## config.mk

```make
export PLATFORM = sky130hd
export DESIGN_NAME = branch_hazard_ctrl
export DESIGN_NICKNAME = d
export VERILOG_FILES = /design/src/rtl/branch_hazard_ctrl.sv
export SDC_FILE = /design/constraint.sdc
export NUM_CORES = 1
export LEC_CHECK = 0
export CAP_MARGIN = 20
export CORE_UTILIZATION = 44
export CTS_CLUSTER_DIAMETER = 50
export DETAILED_ROUTE_END_ITERATION = 12
export PLACE_DENSITY = 0.86
export SYNTH_ARGS = -nofsm -noshare
export SYNTH_HDL_FRONTEND = slang
export SYNTH_SLANG_ARGS = --single-unit
```

## constraint.sdc

```tcl
create_clock -name clk -period 2.7 [get_ports clk]
set_input_delay 0.27 -clock clk [delete_from_list [all_inputs] [get_ports clk]]
set_output_delay 0.27 -clock clk [all_outputs]
set_load 0.05 [all_outputs]
```

## src/rtl/branch_hazard_ctrl.sv

```systemverilog
// ID-stage branch hazard and forwarding controller built around an EX/MEM/WB destination scoreboard.
// Define BRANCH_STATS_EN to build the branch/taken/stall statistics counters.
module branch_hazard_ctrl #(
  parameter int MAX_STALL = 3,
  parameter int CNT_W     = 16
) (
  input  logic             clk,
  input  logic             rst_n,
  input  logic             id_valid,
  input  logic             id_is_branch,
  input  logic             id_is_bne,
  input  logic [4:0]       id_rs,
  input  logic [4:0]       id_rt,
  input  logic [4:0]       id_dst,
  input  logic             id_regwrite,
  input  logic             id_memtoreg,
  input  logic             zero,
  output logic [1:0]       forward_a,
  output logic [1:0]       forward_b,
  output logic             stall,
  output logic             flush_ifid,
  output logic             branch_taken,
  output logic             hazard_err,
  output logic [CNT_W-1:0] stat_branches,
  output logic [CNT_W-1:0] stat_taken,
  output logic [CNT_W-1:0] stat_stalls
);

  localparam int SCW = $clog2(MAX_STALL + 1);

  typedef struct packed {
    logic       valid;
    logic       regwrite;
    logic       memtoreg;
    logic [4:0] dst;
  } sb_entry_t;

  typedef enum logic {
    S_RUN  = 1'b0,
    S_HOLD = 1'b1
  } state_t;

  sb_entry_t      r_sb_ex;
  sb_entry_t      r_sb_mem;
  sb_entry_t      r_sb_wb;
  sb_entry_t      w_sb_id;
  state_t         r_state;
  state_t         w_state_nxt;
  logic [SCW-1:0] r_stall_cnt;
  logic [SCW-1:0] w_stall_cnt_nxt;
  logic           r_hazard_err;
  logic           w_hazard_err_nxt;
  logic           w_ex_hit;
  logic           w_ex_load_hit;
  logic           w_mem_load_hit;
  logic           w_stall;
  logic           w_resolve;
  logic           w_taken;

  function automatic logic hits(input sb_entry_t e, input logic [4:0] r);
    return e.valid && e.regwrite && (e.dst == r) && (r != 5'd0);
  endfunction

  // A load still in MEM has no data yet, so it can only be forwarded once it reaches WB.
  function automatic logic [1:0] fwd_sel(input sb_entry_t mem, input sb_entry_t wb,
                                         input logic [4:0] r);
    logic [1:0] sel;
    sel = 2'b00;
    if (hits(mem, r) && !mem.memtoreg) sel = 2'b10;
    else if (hits(wb, r))              sel = 2'b01;
    return sel;
  endfunction

  assign w_sb_id        = id_valid ? {1'b1, id_regwrite, id_memtoreg, id_dst} : '0;
  assign w_ex_hit       = hits(r_sb_ex, id_rs) || hits(r_sb_ex, id_rt);
  assign w_ex_load_hit  = w_ex_hit && r_sb_ex.memtoreg;
  assign w_mem_load_hit = (hits(r_sb_mem, id_rs) || hits(r_sb_mem, id_rt)) && r_sb_mem.memtoreg;

  // Gating with rst_n keeps every output at 0 while reset is held, whatever the ID inputs are.
  assign w_stall   = rst_n && id_valid &&
                     ((id_is_branch && (w_ex_hit || w_mem_load_hit)) || w_ex_load_hit);
  assign w_resolve = rst_n && id_valid && id_is_branch && !w_stall;
  assign w_taken   = w_resolve && (zero ^ id_is_bne);

  assign forward_a    = fwd_sel(r_sb_mem, r_sb_wb, id_rs);
  assign forward_b    = fwd_sel(r_sb_mem, r_sb_wb, id_rt);
  assign stall        = w_stall;
  assign branch_taken = w_taken;
  assign flush_ifid   = w_taken;
  assign hazard_err   = r_hazard_err;

  // NOTE: every output of an always_comb gets a default first so no path can infer a latch.
  always_comb begin
    w_state_nxt      = r_state;
    w_stall_cnt_nxt  = r_stall_cnt;
    w_hazard_err_nxt = r_hazard_err;
    case (r_state)
      S_RUN: begin
        if (w_stall) begin
          w_state_nxt     = S_HOLD;
          w_stall_cnt_nxt = SCW'(1);
        end else begin
          w_stall_cnt_nxt = '0;
        end
      end
      S_HOLD: begin
        if (w_stall) begin
          if (r_stall_cnt != SCW'(MAX_STALL)) w_stall_cnt_nxt = r_stall_cnt + 1'b1;
        end else begin
          w_state_nxt     = S_RUN;
          w_stall_cnt_nxt = '0;
        end
      end
      default: begin
        w_state_nxt     = S_RUN;
        w_stall_cnt_nxt = '0;
      end
    endcase
    if (w_stall_cnt_nxt == SCW'(MAX_STALL)) w_hazard_err_nxt = 1'b1;
  end

  // NOTE: state registers use non-blocking assignments so all stages shift from the same old values.
  always_ff @(posedge clk or negedge rst_n) begin
    if (!rst_n) begin
      r_sb_ex      <= '0;
      r_sb_mem     <= '0;
      r_sb_wb      <= '0;
      r_state      <= S_RUN;
      r_stall_cnt  <= '0;
      r_hazard_err <= 1'b0;
    end else begin
      r_sb_ex      <= w_stall ? sb_entry_t'('0) : w_sb_id;
      r_sb_mem     <= r_sb_ex;
      r_sb_wb      <= r_sb_mem;
      r_state      <= w_state_nxt;
      r_stall_cnt  <= w_stall_cnt_nxt;
      r_hazard_err <= w_hazard_err_nxt;
    end
  end

`ifdef BRANCH_STATS_EN
  logic [CNT_W-1:0] r_stat_branches;
  logic [CNT_W-1:0] r_stat_taken;
  logic [CNT_W-1:0] r_stat_stalls;

  always_ff @(posedge clk or negedge rst_n) begin
    if (!rst_n) begin
      r_stat_branches <= '0;
      r_stat_taken    <= '0;
      r_stat_stalls   <= '0;
    end else begin
      if (w_resolve) r_stat_branches <= r_stat_branches + 1'b1;
      if (w_taken)   r_stat_taken    <= r_stat_taken + 1'b1;
      if (w_stall)   r_stat_stalls   <= r_stat_stalls + 1'b1;
    end
  end

  assign stat_branches = r_stat_branches;
  assign stat_taken    = r_stat_taken;
  assign stat_stalls   = r_stat_stalls;
`else
  assign stat_branches = '0;
  assign stat_taken    = '0;
  assign stat_stalls   = '0;
`endif

endmodule

```

### Yosys cells after proc, flatten, opt, wreduce, memory -nomap -nowiden

Index checks and enable logic that the tools add are counted.

| word-level totals | value |
|---|---|
| register bits | 27 |
| bits of input ports | 23 |
| output and inout port bits | 56 |
| logic and storage cells | 69 |

| operators by class | value |
|---|---|
| $add $sub $neg | 1 |
| equal/unequal tests | 8 |
| mux-type cells | 11 |
| bitwise logic cells | 2 |
| reduce and logical (&&, ||, !) cells | 33 |

Operators with widths:

| operator | count |
|---|---|
| $eq 5x5->1 | 6 |
| $logic_and 1x1->1 | 25 |
| $mux 8 | 2 |
| $reduce_bool 5->1 | 2 |
| $mux 2 | 4 |
| $logic_or 1x1->1 | 4 |
| $mux 1 | 4 |
| $pmux 2 s2 | 1 |
| $add 2x1->2 const B | 1 |
| $eq 2x2->1 const B | 1 |
| $logic_not 1->1 | 2 |
| $ne 2x2->1 const B | 1 |
| $not 1->1 | 1 |
| $xor 1x1->1 | 1 |

### Longest topological paths before layout

Gate-level depths: netlist (run 1).

| logic depth | value |
|---|---|
| depth after elaboration | 12 |
| gate-level depth with buffers | 7 |

### Worst setup path after synthesis (run 1)

OpenSTA, ideal clock, no wires.

| path | value |
|---|---|
| path kind | input to output |
| from | in id_rs[1] |
| to | out forward_a[0] |
| arrival time | 2905 ps |
| data required time | 2430 ps |
| setup slack | -475 ps |
| stages on the path | 5 |
| buffers on the path | 0 |
| cells stage by stage | or4_1 > nor2_2 > nor4_1 > nor2b_1 > nor4_1 |

| on the way | value |
|---|---|
| longest elaborated chain between the ends | 5 |
| elaborated cells on any way between the ends | 10 |

RTL lines:

| element | line | RTL |
|---|---|---|
| start, declared | 12 | `input logic [4:0] id_rs,` |
| $eq 5x5->1 | 61 | `return e.valid && e.regwrite && (e.dst == r) && (r != 5'd0);` |
| $logic_and 1x1->1 (2 in series) | 61 |  |
| $mux 1 or $logic_and 1x1->1 (tied branches) | 70, 69 |  |
| $mux 2 (*) | 69 | `if (hits(mem, r) && !mem.memtoreg) sel = 2'b10;` |
| end, declared | 18 | `output logic [1:0] forward_a,` |

Mark *: on every way between the ends. The rest lies on a longest branch, timed or not.

### Worst setup path after layout (run 1)

| path | value |
|---|---|
| from | in id_rt[2] |
| to | out flush_ifid |

| on the way | value |
|---|---|
| longest elaborated chain between the ends | 12 |
| elaborated cells on any way between the ends | 18 |

RTL lines:

| element | line | RTL |
|---|---|---|
| start, declared | 13 | `input logic [4:0] id_rt,` |
| $eq 5x5->1 | 61 |  |
| $logic_and 1x1->1 (2 in series) | 61 |  |
| $logic_or 1x1->1 | 77 | `assign w_mem_load_hit = (hits(r_sb_mem, id_rs) \|\| hits(r_sb_mem, id_rt)) && r_sb_mem.memtoreg;` |
| $logic_and 1x1->1 | 77 |  |
| $logic_or 1x1->1 | 81 | `((id_is_branch && (w_ex_hit \|\| w_mem_load_hit)) \|\| w_ex_load_hit);` |
| $logic_and 1x1->1 | 81 |  |
| $logic_or 1x1->1 (*) | 81 |  |
| $logic_and 1x1->1 (*) | 80 | `assign w_stall = rst_n && id_valid &&` |
| $logic_not 1->1 (*) | 82 | `assign w_resolve = rst_n && id_valid && id_is_branch && !w_stall;` |
| $logic_and 1x1->1 (*) | 82 |  |
| $logic_and 1x1->1 (*) | 83 | `assign w_taken = w_resolve && (zero ^ id_is_bne);` |
| end, declared | 21 | `output logic flush_ifid,` |

Marked as above.

==> metrics, run 1 <==
all-layer global routing usage 15.8%; TritonCTS Buffers 3; layout cells sized above 1 12.6%; global route total overflow 0; TritonCTS clock tree built; clock skew 0.00245 ns; unrepaired setup endpoints after global routing no; Yosys top cell area share 41.3%; period utilisation layout 94.7%; via count 1114; DPL Wire Length 2.37 mm; post-synthesis sequential area ratio 41.3%; met1 wire length 1.26 mm; Peak Freq 391 MHz; wire length per cell 11.6 µm; post-DR vias/cell 4.42; list of most frequent post-synthesis cells buf_4 (49), dfrtp_1 (27), xnor2_1 (23); # Max-Cap Violations 0; Antenna Violating Nets Remaining 0; Clock transition at path regs 0.09 ns; Sink Count 27; leakage 0.940 nW; Syn Inst Count 164; Routed met3 length 169 µm; clk_lat worst skew 0.27 ns; ANT cells 0; boundary pin count 79; max_slew headroom 64.1%; startpoint types primary input; clock tree buffer depth 2; multi-input logic area 763 µm²; post-cts resize count 0; die footprint 3970 µm²; Req. time, crit path 2.43 ns; DR DRC count 0; fin crit period 2.56 ns; #FFs+latches synth 27; initial core utilization 47.6%; Post-synth EDFFs 0; sequential cell area 676 µm²; global-route wire length before repair 4.84 mm; CP max FO 4; Nets 230; Final Slew Violations 0; Critical Path AT 2.29 ns; syn avg cell area 9.99 µm²; setup TNS 0 ns; Max VDD drop 0.000209 V; Yosys cell types 28; H-tree lvl count 1; fin cells 252; run status finished clean; port bufs 30; cell with the most instances after synthesis buf_4; die height 63.0 µm; Async S/R FF share, synth 100%; top post-synthesis cells by area dfrtp_1 (41%), buf_4 (22%), xnor2_1 (12%); chip width 63.0 µm; area leader, netlist dfrtp_1; synthesized area 1640 µm²; WL met2 1.43 mm; uppermost layer routed met4; WL final 2.92 mm; worst-margin pin slew 0.531 ns; vias in the first global route 1084; final setup fails 0; FP Rows 21; top_reg_cell synth dfrtp_1; largest net degree at the start of global routing 19; initial antenna violation count 0; Hold Fails Final Rpt 0; length of the first detailed-routing pass in iterations 4; GP Congestion 0.875; Setup CP Type primary input to output pin; setup repair bufs after CTS 0; Synthesis Warnings 0; Placed Cells 248; min-delay worst type primary input to async pin; CTS Root Cell clkbuf_8; area growth from synthesis to layout 21.8%; pwr/cell area 469 nW/µm²; Worst setup EP type output pin; Iter 0 DRT Violations 74; worst hold margin 0.217 ns; Fillers 302; CTS Hold Bufs 0; core area 3440 µm²
==> critical path: stages <==
cell and delay [ns]:
clkdlybuf4s50_1 0.61, xnor2_1 0.16, nand4_1 0.11, nor4b_1 0.48
o211a_1 0.30, nor3_2 0.06, buf_4 0.15, buf_12 0.14
==> report_power, final <==
group / total (W) / internal, W / switching, W
combinational: 0.000274 / 0.0000727 / 0.000201
clock: 0.000224 / 0.000103 / 0.000121
sequential: 0.000437 / 0.000422 / 0.0000156
==> final timing paths <==
check	from	to	slack (ns)	cells after the start
min in group clk	r_sb_mem[7]	r_sb_wb[7]	0.38	0
setup / recovery	id_rt[2]	flush_ifid	0.14	8
max in group asynchronous	rst_n	r_sb_wb[1]	1.98	2
hold reg to reg	r_sb_mem[7]	r_sb_wb[7]	0.38	0
setup reg to reg	r_sb_mem[1]	hazard_err	0.82	6
hold / removal	rst_n	r_sb_ex[5]	0.22	1
==> kinds of logic after synthesis <==
family	after synthesis	share of synthesized area, %
buf+inv	52	23.6
simple gates	44	14.1
xor+xnor	31	16.6
flops	27	41.3
compound gates	9	4.28
other cells	1	0.229
==> placed cells by master, fill, tap and decap left out, drive strengths merged <==
cell | synthesis | layout
and4 | 1 | 1
clkinv | 0 | 1
o211ai | 1 | 1
clkbuf | 1 | 3
nor3 | 11 | 11
xnor2 | 23 | 23
inv | 1 | 1
buf | 50 | 19
o21ai | 2 | 2
nor4b | 1 | 1
nand3 | 2 | 2
o2111a | 1 | 1
nand2 | 11 | 11
and3 | 2 | 2
or4 | 1 | 1
xor2 | 8 | 8
nor2 | 4 | 4
nand4 | 6 | 6
a311o | 1 | 1
nor2b | 2 | 2
conb | 1 | 48
o21a | 1 | 1
o211a | 1 | 1
a32oi | 1 | 1
a21oi | 1 | 1
clkdlybuf4s50 | 0 | 23
nor4 | 3 | 3
dfrtp | 27 | 27
==> area by class of cell <==
| type | instances | area share, % |
|---|---|---|
| clock buffer | 3 | 2.07 |
| clock inverter | 1 | 0.251 |
| inverter | 1 | 0.188 |
| multi-input combinational | 132 | 38.3 |
| sequential | 27 | 33.9 |
| tap | 46 | 2.89 |
| timing repair buffer | 42 | 22.5 |
==> per-stage QoR <==
| step | worst slack (ns) | instance area [µm²] | util, % | total power, W |
|---|---|---|---|---|
| 2_1_floorplan | 0.0381 | 1830 | - | 0.000698 |
| 3_3_place_gp | 0.190 | 1950 | 56.6 | 0.000714 |
| 3_5_place_dp | 0.150 | 1950 | 56.6 | 0.000718 |
| 4_1_cts | 0.106 | 1990 | 57.9 | 0.000941 |
| 5_1_grt | 0.0365 | 1990 | 57.9 | 0.000973 |
| 6_report | 0.142 | 1990 | 57.9 | 0.000935 |
==> routing by layer <==
metal,global-route usage [%],up-vias
li1,-,535
met1,19.6,523
met2,27.2,51
met3,1.64,5
met4,7.85,0
met5,0,-
==> flip-flops by register name, summed over array words and instances, names as in the netlist <==
name / flops
r_sb_ex: 8
r_sb_mem: 8
r_sb_wb: 7
r_stall_cnt: 2
hazard_err: 1
r_state: 1
No activity file was read; power rests on OpenSTA's default activity.
==> run 2: changes to the inputs <==
- ABC_CLOCK_PERIOD_IN_PS: not set -> 2700
==> results of run 2 <==
No change in the layout: final DEF, timing and power equal those of run 1.
